### src/rtl/code_fetch_unit.sv
// Code-fetch controller between the DW8051 program-fetch port and the program ROM.
// Optional one-entry sequential prefetch buffer: define CODE_PREFETCH_EN to enable it.
module code_fetch_unit #(
  parameter int unsigned ADDR_W   = 16,
  parameter int unsigned DATA_W   = 8,
  parameter int unsigned WAIT_CYC = 1
) (
  input  logic              clk,
  input  logic              rst_n,
  input  logic              cpu_req,
  input  logic [ADDR_W-1:0] cpu_addr,
  input  logic              flush,
  output logic [DATA_W-1:0] cpu_rdata,
  output logic              cpu_ready,
  output logic              busy,
  output logic [ADDR_W-1:0] rom_addr,
  output logic              rom_cs_n,
  output logic              rom_rd_n,
  input  logic [DATA_W-1:0] rom_data
);

  typedef enum logic [1:0] {
    IDLE   = 2'd0,
    ACCESS = 2'd1,
    PREF   = 2'd2
  } state_t;

  localparam logic [3:0] CNT_LOAD = 4'(WAIT_CYC - 1);

  state_t            state_q;
  logic [3:0]        cnt_q;
  logic              cpu_ready_q;
  logic [DATA_W-1:0] cpu_rdata_q;
  logic [ADDR_W-1:0] rom_addr_q;
  logic              strobe_n_q;
  logic              last_cyc;
  logic              req_seen;

  assign last_cyc  = (cnt_q == 4'd0);
  // A request coinciding with the ready pulse belongs to the fetch just answered.
  assign req_seen  = cpu_req && !cpu_ready_q;

  assign cpu_ready = cpu_ready_q;
  assign cpu_rdata = cpu_rdata_q;
  assign rom_addr  = rom_addr_q;
  assign rom_cs_n  = strobe_n_q;
  assign rom_rd_n  = strobe_n_q;
  assign busy      = (state_q != IDLE);

`ifdef CODE_PREFETCH_EN
  logic              pf_valid_q;
  logic              pf_pend_q;
  logic [ADDR_W-1:0] pf_addr_q;
  logic [DATA_W-1:0] pf_data_q;
  logic              pf_hit;

  assign pf_hit = pf_valid_q && (cpu_addr == pf_addr_q) && !flush;

  always_ff @(posedge clk or negedge rst_n) begin
    if (!rst_n) begin
      state_q     <= IDLE;
      cnt_q       <= '0;
      cpu_ready_q <= 1'b0;
      cpu_rdata_q <= '0;
      rom_addr_q  <= '0;
      strobe_n_q  <= 1'b1;
      pf_valid_q  <= 1'b0;
      pf_pend_q   <= 1'b0;
      pf_addr_q   <= '0;
      pf_data_q   <= '0;
    end else begin
      cpu_ready_q <= 1'b0;
      if (flush) begin
        pf_valid_q <= 1'b0;
        pf_pend_q  <= 1'b0;
      end
      unique case (state_q)
        IDLE: begin
          if (req_seen) begin
            if (pf_hit) begin
              cpu_ready_q <= 1'b1;
              cpu_rdata_q <= pf_data_q;
              pf_valid_q  <= 1'b0;
              pf_addr_q   <= pf_addr_q + ADDR_W'(1);
              pf_pend_q   <= 1'b1;
            end else begin
              rom_addr_q <= cpu_addr;
              strobe_n_q <= 1'b0;
              cnt_q      <= CNT_LOAD;
              state_q    <= ACCESS;
            end
          end else if (pf_pend_q && !flush) begin
            // pf_addr_q already holds the next sequential address; pf_valid_q is clear.
            rom_addr_q <= pf_addr_q;
            strobe_n_q <= 1'b0;
            cnt_q      <= CNT_LOAD;
            pf_pend_q  <= 1'b0;
            state_q    <= PREF;
          end
        end
        ACCESS: begin
          if (last_cyc) begin
            cpu_rdata_q <= rom_data;
            cpu_ready_q <= 1'b1;
            strobe_n_q  <= 1'b1;
            pf_valid_q  <= 1'b0;
            pf_addr_q   <= rom_addr_q + ADDR_W'(1);
            pf_pend_q   <= !flush;
            state_q     <= IDLE;
          end else begin
            cnt_q <= cnt_q - 4'd1;
          end
        end
        PREF: begin
          if (req_seen && (flush || (cpu_addr != pf_addr_q))) begin
            rom_addr_q <= cpu_addr;
            strobe_n_q <= 1'b0;
            cnt_q      <= CNT_LOAD;
            pf_valid_q <= 1'b0;
            state_q    <= ACCESS;
          end else if (flush) begin
            strobe_n_q <= 1'b1;
            state_q    <= IDLE;
          end else if (last_cyc) begin
            strobe_n_q <= 1'b1;
            state_q    <= IDLE;
            if (req_seen) begin
              // CPU is already waiting on this address: forward the byte straight through.
              cpu_ready_q <= 1'b1;
              cpu_rdata_q <= rom_data;
              pf_addr_q   <= pf_addr_q + ADDR_W'(1);
              pf_pend_q   <= 1'b1;
            end else begin
              pf_data_q  <= rom_data;
              pf_valid_q <= 1'b1;
            end
          end else begin
            cnt_q <= cnt_q - 4'd1;
          end
        end
        default: begin
          strobe_n_q <= 1'b1;
          state_q    <= IDLE;
        end
      endcase
    end
  end
`else
  logic unused_flush;
  assign unused_flush = flush;

  always_ff @(posedge clk or negedge rst_n) begin
    if (!rst_n) begin
      state_q     <= IDLE;
      cnt_q       <= '0;
      cpu_ready_q <= 1'b0;
      cpu_rdata_q <= '0;
      rom_addr_q  <= '0;
      strobe_n_q  <= 1'b1;
    end else begin
      cpu_ready_q <= 1'b0;
      unique case (state_q)
        IDLE: begin
          if (req_seen) begin
            rom_addr_q <= cpu_addr;
            strobe_n_q <= 1'b0;
            cnt_q      <= CNT_LOAD;
            state_q    <= ACCESS;
          end
        end
        ACCESS: begin
          if (last_cyc) begin
            cpu_rdata_q <= rom_data;
            cpu_ready_q <= 1'b1;
            strobe_n_q  <= 1'b1;
            state_q     <= IDLE;
          end else begin
            cnt_q <= cnt_q - 4'd1;
          end
        end
        default: begin
          strobe_n_q <= 1'b1;
          state_q    <= IDLE;
        end
      endcase
    end
  end
`endif

endmodule

### config.mk
export PLATFORM = sky130hd
export DESIGN_NAME = code_fetch_unit
export DESIGN_NICKNAME = d
export VERILOG_FILES = /design/src/rtl/code_fetch_unit.sv
export SDC_FILE = /design/constraint.sdc
export NUM_CORES = 1
export LEC_CHECK = 0
export ABC_AREA = 1
export BUFFER_PORTS_ARGS = -buffer_cell sky130_fd_sc_hd__buf_2
export CAP_MARGIN = 15
export CORE_MARGIN = 2
export CORE_UTILIZATION = 48
export CTS_BUF_LIST = sky130_fd_sc_hd__clkbuf_2
export DETAILED_ROUTE_END_ITERATION = 10
export PLACE_DENSITY = 0.88
export REMOVE_ABC_BUFFERS = 1
export SLEW_MARGIN = 40
export SYNTH_ARGS = -nofsm -noshare
export SYNTH_HDL_FRONTEND = slang
export SYNTH_SLANG_ARGS = --single-unit
### constraint.sdc
create_clock -name clk -period 1.6 [get_ports clk]
set_input_delay 0.32 -clock clk [delete_from_list [all_inputs] [get_ports clk]]
set_output_delay 0.32 -clock clk [all_outputs]
set_load 0.01 [all_outputs]
Word level (Yosys, flattened, before mapping)
Cells that the tools add are included.
{"block": "op_classes", "add_sub_neg": 1, "eq_ne": 4, "muxes": 11, "reduce_logical": 10}
{"op": "$mux 4", "count": 2}
{"op": "$pmux 4 s2", "count": 1}
{"op": "$ne 2x2->1 const B", "count": 3}
{"op": "$reduce_and 2->1", "count": 3}
{"op": "$logic_not 4->1", "count": 1}
{"op": "$mux 1", "count": 4}
{"op": "$mux 2", "count": 2}
{"op": "$pmux 2 s2", "count": 1}
{"op": "$reduce_bool 2->1", "count": 2}
{"op": "$sub 4x1->4 const B", "count": 1}
{"op": "$reduce_and 3->1", "count": 1}
{"op": "$eq 2x1->1 const B", "count": 1}
{"op": "$logic_not 2->1", "count": 1}
{"op": "$pmux 1 s2", "count": 1}
{"op": "$logic_and 1x1->1", "count": 1}
{"op": "$logic_not 1->1", "count": 1}
{"block": "totals", "ff_bits": 32, "inputBits": 28, "out_inout_bits": 28}

Depth between registers and ports, before layout
Gate-level depths: netlist of run 1.
{"block": "depth", "word_depth": 4, "mapped_depth": 7}

Worst setup path after synthesis of run 1
OpenSTA, ideal clock, no wires.
{"block": "synth_timing", "path_kind": "register to register", "from": "register cnt_q[0]", "to": "register cnt_q[3]", "setup_time_ps": 117, "arrival_time_ps": 1022, "required_time_ps": 1483, "slack_ps": 462, "stages_incl_launch_ff": 8, "period_less_slack_ps": 1138, "cell_sequence": "dfrtp_1 -> inv_1 -> ha_1 -> nand2_1 -> nand2_2 -> inv_1 -> nand2_1 -> nand2_1"}
{"block": "synth_between", "elab_chain_len": 3, "elab_cells_between_ends": 6, "classes_between": "add/sub: 1; eq/ne: 1; mux: 2; reduce/logical: 2"}
{"item": "start, declared", "line_no": "31", "text": "logic [3:0] cnt_q;"}
{"item": "start signal, assigned", "line_no": "178", "text": "cnt_q <= cnt_q - 4'd1;"}
{"item": "$sub 4x1->4 or $logic_not 4->1 (tied branches)", "line_no": "178, 39"}
{"item": "$mux 4 or $ne 2x2->1 (tied branches)"}
{"item": "$pmux 4 s2 or $reduce_and 3->1 (tied branches)"}
Several ways; a longest one is shown, not always the timed one. The select of a mux whose other input is x is not followed.
A chain may end at the register's enable or synchronous reset.

Worst setup path after layout of run 1
{"block": "layout_timing", "from": "register strobe_n_q, in the netlist rom_cs_n", "to": "output rom_rd_n"}
{"item": "start, declared", "line_no": "35", "text": "logic strobe_n_q;"}
{"item": "start signal, assigned", "line_no": "159", "text": "strobe_n_q <= 1'b1;"}
{"item": "start signal, assigned", "line_no": "166", "text": "strobe_n_q <= 1'b0;"}
{"item": "start signal, assigned", "line_no": "175", "text": "strobe_n_q <= 1'b1;"}
{"item": "end, declared", "line_no": "18", "text": "output logic rom_rd_n,"}
No word-level cell between the ends.

==> results.json, run 1 <==
{
  "path_buf_inv": 1,
  "drtAntennaViolNets": 0,
  "powerDensity_nw_per_um2": 1261,
  "maxSlewHeadroom_pct": 56.94,
  "internal_power_w": 0.001528,
  "cts_root_buffer": "clkbuf_2",
  "crit_chain": "buf_2",
  "core_um2": 2522,
  "max_freq_ghz": 0.7310,
  "yosysWarnings": 0,
  "wl_mm": 2.517,
  "antenna_found_initial": 0,
  "critPathMaxStageDelay_ns": 0.58,
  "fin_skew_ns": 0.01938,
  "post_drt_via_cell_ratio": 4.585,
  "path_class": "flip-flop to primary output",
  "tritoncts": "built",
  "drt-initial-drc-count": 24,
  "cts.sinks": 31,
  "wl_met3_um": 157,
  "p_leak_nw": 1.010,
  "pwr-share-seq_pct": 47.0,
  "ios": 56,
  "htree_levels": 2,
  "syn-cell-area_um2": 1300,
  "initial_core_util_pct": 51.54,
  "dp_hpwl_mm": 1.831,
  "regArea_um2": 777.0,
  "hold_viol": 0,
  "clk_latency_ns": 0.34,
  "maxCapViolCount": 0,
  "n_antenna_cell": 0,
  "met2_length_mm": 1.275,
  "cp.arrival_ns": 1.05,
  "ys_types": 18,
  "clkPwrFrac_pct": 32.3,
  "vdd_drop_max_mv": 0.9262,
  "clk_pin_slew_ns": 0.16,
  "seq_area_frac_synth_pct": 59.77,
  "finalSetupViolations": 0,
  "num-fill-cells": 218,
  "grt_max_degree": 32,
  "tightest_slew_ns": 0.6458,
  "period_needed_ns": 1.368,
  "cts_made_buffers": 5,
  "firstDrtPassIters": 4,
  "cts_buffer_depth": 2,
  "status": "complete, no violations",
  "critPathMaxFanout": 3,
  "grt_pass1_wl_mm": 4.395,
  "placed_area_um2": 1570,
  "area_delta_synth_final_pct": 28.49,
  "top_layer_used": "met4",
  "rows": 18,
  "path_delay_family": "flip-flops",
  "min_period_over_period_pct": 85.50,
  "die_area_um2": 3140,
  "maxSlewViolCount": 0,
  "ys_seq_elements": 31,
  "port_buffers": 54,
  "required_ns": 1.28,
  "switchingPower_w": 0.0005785,
  "fp.dieH_um": 56.04,
  "vias": 1073,
  "avgSynthCellArea_um2": 8.965,
  "switching_share_pct": 27.46,
  "fp.dieW_um": 56.04,
  "critPathLaunchType": "flip-flop",
  "hold_class": "input port to flip-flop",
  "cp-end-kind": "primary output",
  "nets": 233,
  "multiInputGateArea_um2": 442.9,
  "grt_pass1_vias": 1043,
  "holdWs_ns": 0.1559,
  "tns_ns": 0,
  "grt_usage_pct": 18.02,
  "m1WireLength_mm": 1.056,
  "drive_above_1_share_pct": 35.29,
  "place.gp.congestion": 0.7398,
  "rsz0062_at_grt": "false",
  "grt_overflow": 0,
  "power_frac_comb_pct": 20.7,
  "final_cell_mix": "85 x nand2_1, 54 x buf_2, 30 x dfrtp_1",
  "drc": 0,
  "cp_slowest_cell": "dfstp_2",
  "wl_per_cell_um": 10.76,
  "final_common_cell": "nand2_1",
  "fin_area_um2": 1670,
  "cts_setup_buffers": 0,
  "postSynthCellCount": 145
}
[path summary, 6_finish.rpt]
check                                             start                       end  slack, ns  cells past startpoint
worst max-delay path               rom_cs_n$_DFFE_PN1P_                  rom_rd_n       0.23                      1
worst min-delay path                        rom_data[0]  cpu_rdata[0]$_DFFE_PN0P_       0.16                      3
worst max register to register     cnt_q[0]$_DFFE_PN0P_      cnt_q[0]$_DFFE_PN0P_       0.32                      7
worst min register to register  rom_addr[4]$_DFFE_PN0P_   rom_addr[4]$_DFFE_PN0P_       0.49                      2
max in group asynchronous                         rst_n      cnt_q[0]$_DFFE_PN0P_       0.66                      2
min in group asynchronous                         rst_n  cpu_rdata[1]$_DFFE_PN0P_       0.51                      2
[layout make-up]
cell class / count / area share (%)
Tap cell: 30 / 2.247
Clock buffer: 6 / 1.798
Multi-Input combinational cell: 100 / 26.52
Timing Repair Buffer: 55 / 16.78
Sequential cell: 31 / 46.52
Clock inverter: 2 / 3.596
Inverter: 10 / 2.547
[per-stage QoR]
| step | util [%] | cells | total power, W | setup WS [ns] |
|---|---|---|---|---|
| floorplan | - | 141 | 0.001224 | 0.4612 |
| global placement | 62.25 | 225 | 0.001434 | 0.3609 |
| detailed placement | 62.25 | 225 | 0.001445 | 0.3340 |
| CTS | 66.22 | 234 | 0.002128 | 0.2131 |
| global route | 66.22 | 234 | 0.002233 | 0.1543 |
| finish | 66.22 | 234 | 0.002107 | 0.2320 |
[tightest hold or removal path, cell delays in order]
cell and delay, ns:
buf_2 0.07, nand2_1 0.04, nand2_1 0.04
[cells by family after synthesis]
family | synth area share [%]
adder cells (fa/ha/maj) | 1.925
buffers and inverters | 6.159
AO/OA/AOI/OAI | 0.6738
AND/OR/NAND/NOR | 30.80
XOR/XNOR | 0.6738
flip-flops | 59.77
[sequential cells by signal, indices dropped and copies added (netlist names)]
signal	cells
cpu_ready	1
rom_addr	16
state_q	1
cpu_rdata	8
cnt_q	4
rom_cs_n	1
[power by group through the flow]
stage	Clock [W]	Sequential (W)	Combinational, W
2_1_floorplan	0	0.00107	0.000151
3_3_place_gp	0	0.00100	0.000431
3_5_place_dp	0	0.00100	0.000445
4_1_cts	0.000692	0.000991	0.000445
5_1_grt	0.000728	0.00101	0.000495
6_report	0.000680	0.000991	0.000436
[cell usage after synthesis, drive strengths merged]
library cell / number / area [µm²]
nand2: 87 / 336.6
a21oi: 1 / 8.760
dfrtp: 30 / 750.7
nor2: 3 / 21.27
nand3: 6 / 42.54
ha: 2 / 25.02
buf: 4 / 37.53
dfstp: 1 / 26.28
inv: 10 / 42.54
xor2: 1 / 8.760
[timing repair]
action / 4_1_cts / 5_1_grt
hold endpoints to repair: 18 / 0
endpoints found under the setup margin: 0 / 0
hold buffers: 1 / 0
resized for setup: 0 / 0
[routing by layer]
layer	vias to the layer above	GRT usage (%)
met5	-	0
met4	0	7.143
met3	5	5.349
met2	32	30.25
met1	489	21.60
li1	547	-
(Power assumes the default switching activity.)
==> run 2, diff against run 1 <==
--- a/config.mk
+++ b/config.mk
@@ -6,7 +6,7 @@
 export NUM_CORES = 1
 export LEC_CHECK = 0
 export ABC_AREA = 1
-export BUFFER_PORTS_ARGS = -buffer_cell sky130_fd_sc_hd__buf_2
+export BUFFER_PORTS_ARGS = -buffer_cell sky130_fd_sc_hd__clkbuf_2
 export CAP_MARGIN = 15
 export CORE_MARGIN = 2
 export CORE_UTILIZATION = 48
==> run 2 against run 1 <==
  * Flip-flop and latch count unchanged
  * Clock skew down 0.0045 ns
  * Critical path depth unchanged
  * Fmax down 0.44%
  * Hold slack worse by 0.0092 ns
  * Register-to-register slack about the same
  * Power down 16%
  * First-iteration DRC count unchanged
  * Highest routed layer unchanged
==> results.json, run 2 (same netlist as run 1, synthesis figures left out) <==
{
  "grt_overflow": 0,
  "final_common_cell": "nand2_1",
  "tns_ns": 0,
  "p_leak_nw": 0.9909,
  "grt_pass1_vias": 994,
  "nets": 234,
  "initial_core_util_pct": 51.54,
  "finalSetupViolations": 0,
  "clk_latency_ns": 0.35,
  "cp.arrival_ns": 1.05,
  "busiest_layer": "met2",
  "largest_reg_flops": 16,
  "path_delay_family": "flip-flops",
  "maxSlewViolCount": 0,
  "drive_above_1_share_pct": 34.80,
  "met2_usage_pct": 25.71,
  "clkPwrFrac_pct": 19.0,
  "grt_usage_pct": 17.70,
  "firstDrtPassIters": 5,
  "vdd_drop_max_mv": 0.7025,
  "dp_hpwl_mm": 1.798,
  "min_period_over_period_pct": 85.88,
  "port_buffers": 54,
  "tritoncts": "built",
  "grt_pass1_wl_mm": 4.284,
  "post_drt_via_cell_ratio": 4.650,
  "power_frac_comb_pct": 24.5,
  "maxCapViolCount": 0,
  "cts_made_buffers": 5,
  "drc": 0,
  "wl_mm": 2.437,
  "rsz0062_at_grt": "false",
  "period_needed_ns": 1.374,
  "cts_root_buffer": "clkbuf_2",
  "wl_per_cell_um": 10.41,
  "antenna_found_initial": 0,
  "cp_slowest_cell": "dfstp_2",
  "pwr-share-seq_pct": 56.5,
  "crit_chain": "clkbuf_2",
  "hold_viol": 0,
  "post_cts_resized": 0,
  "switchingPower_w": 0.0005726,
  "cts_buffer_depth": 2,
  "num-fill-cells": 232,
  "switching_share_pct": 32.47,
  "cp-end-kind": "primary output",
  "max_freq_ghz": 0.7278,
  "drt-initial-drc-count": 24,
  "area_delta_synth_final_pct": 24.74,
  "path_class": "flip-flop to primary output",
  "critPathMaxFanout": 3,
  "cts.sinks": 31,
  "die_area_um2": 3140,
  "htree_levels": 2,
  "status": "complete, no violations",
  "fp.dieW_um": 56.04,
  "critPathLaunchType": "flip-flop",
  "required_ns": 1.28,
  "ios": 56,
  "grt_max_degree": 32,
  "internal_power_w": 0.001191,
  "critPathMaxStageDelay_ns": 0.58,
  "met1_usage_pct": 24.13,
  "globalRouteMet3Util_pct": 7.674,
  "rows": 18,
  "final_cell_mix": "85 x nand2_1, 59 x clkbuf_2, 30 x dfrtp_1",
  "vias": 1088,
  "maxSlewHeadroom_pct": 74.78,
  "core_um2": 2522,
  "place.gp.congestion": 0.7400,
  "tightest_slew_ns": 0.3782,
  "fin_skew_ns": 0.01488,
  "fin_area_um2": 1622,
  "placed_area_um2": 1578,
  "clk_pin_slew_ns": 0.15,
  "n_antenna_cell": 0,
  "powerDensity_nw_per_um2": 1088,
  "drtAntennaViolNets": 0,
  "hold_class": "input port to flip-flop",
  "fp.dieH_um": 56.04,
  "path_buf_inv": 1
}
run 2: changes by cell type in the layout (fill, tap and decap cells not counted), sizes merged:
cell / change
buf: -53
clkbuf: +53
bufinv: -2
clkinv: +2
run 2: timing repair:
item                      4_1_cts  5_1_grt
hold endpoints to repair       30        0
hold buffers                    1        0
setup buffers                   0        0
run 2: path summary, 6_finish.rpt:
check | start | end | slack, ns | cells after the start
max | rom_cs_n$_DFFE_PN1P_ | rom_cs_n | 0.23 | 1
min | cpu_addr[10] | rom_addr[10]$_DFFE_PN0P_ | 0.15 | 3
max reg2reg | cnt_q[0]$_DFFE_PN0P_ | cnt_q[3]$_DFFE_PN0P_ | 0.31 | 7
min reg2reg | rom_addr[4]$_DFFE_PN0P_ | rom_addr[4]$_DFFE_PN0P_ | 0.50 | 2
max in group asynchronous | rst_n | rom_cs_n$_DFFE_PN1P_ | 0.79 | 3
min in group asynchronous | rst_n | rom_addr[13]$_DFFE_PN0P_ | 0.49 | 3
run 2: routing by layer:
layer,part of all wire [%],up-vias
li1,-,548
met1,45,495
met2,48,43
met3,7.0,2
met4,0.41,0
met5,0,-
run 2: area by class of cell:
cell class	count	area [µm²]	area share, %
timing repair buffer	56	287.8	17.75
clock inverter	2	8.758	0.5401
inverter	10	42.54	2.623
clock buffer	5	25.02	1.543
multi-input combinational	100	442.9	27.31
tap	30	37.54	2.315
sequential	31	777.0	47.92
run 2: worst min-delay path, stage by stage:
cell	delay [ns]
clkbuf_2	0.07
nand2_1	0.04
nand2_1	0.04
run 2: per-stage QoR:
stage | instances | power (W) | hold slack (ns) | worst slack [ns] | util, %
floorplan | 141 | 0.001224 | 0.02441 | 0.4612 | -
global placement | 226 | 0.001439 | 0.3549 | 0.3613 | 62.55
detailed placement | 226 | 0.001449 | 0.3516 | 0.3389 | 62.55
CTS | 234 | 0.001784 | 0.1320 | 0.1989 | 64.29
global route | 234 | 0.001889 | 0.1253 | 0.1570 | 64.29
finish | 234 | 0.001764 | 0.1467 | 0.2260 | 64.29
run 2: power groups by stage:
stage,clock (W),combinational [W],sequential [W]
global placement,0,0.000431,0.00101
floorplan,0,0.000151,0.00107
finish,0.000336,0.000431,0.000997
CTS,0.000346,0.000441,0.000997
detailed placement,0,0.000442,0.00101
global route,0.000380,0.000494,0.00102
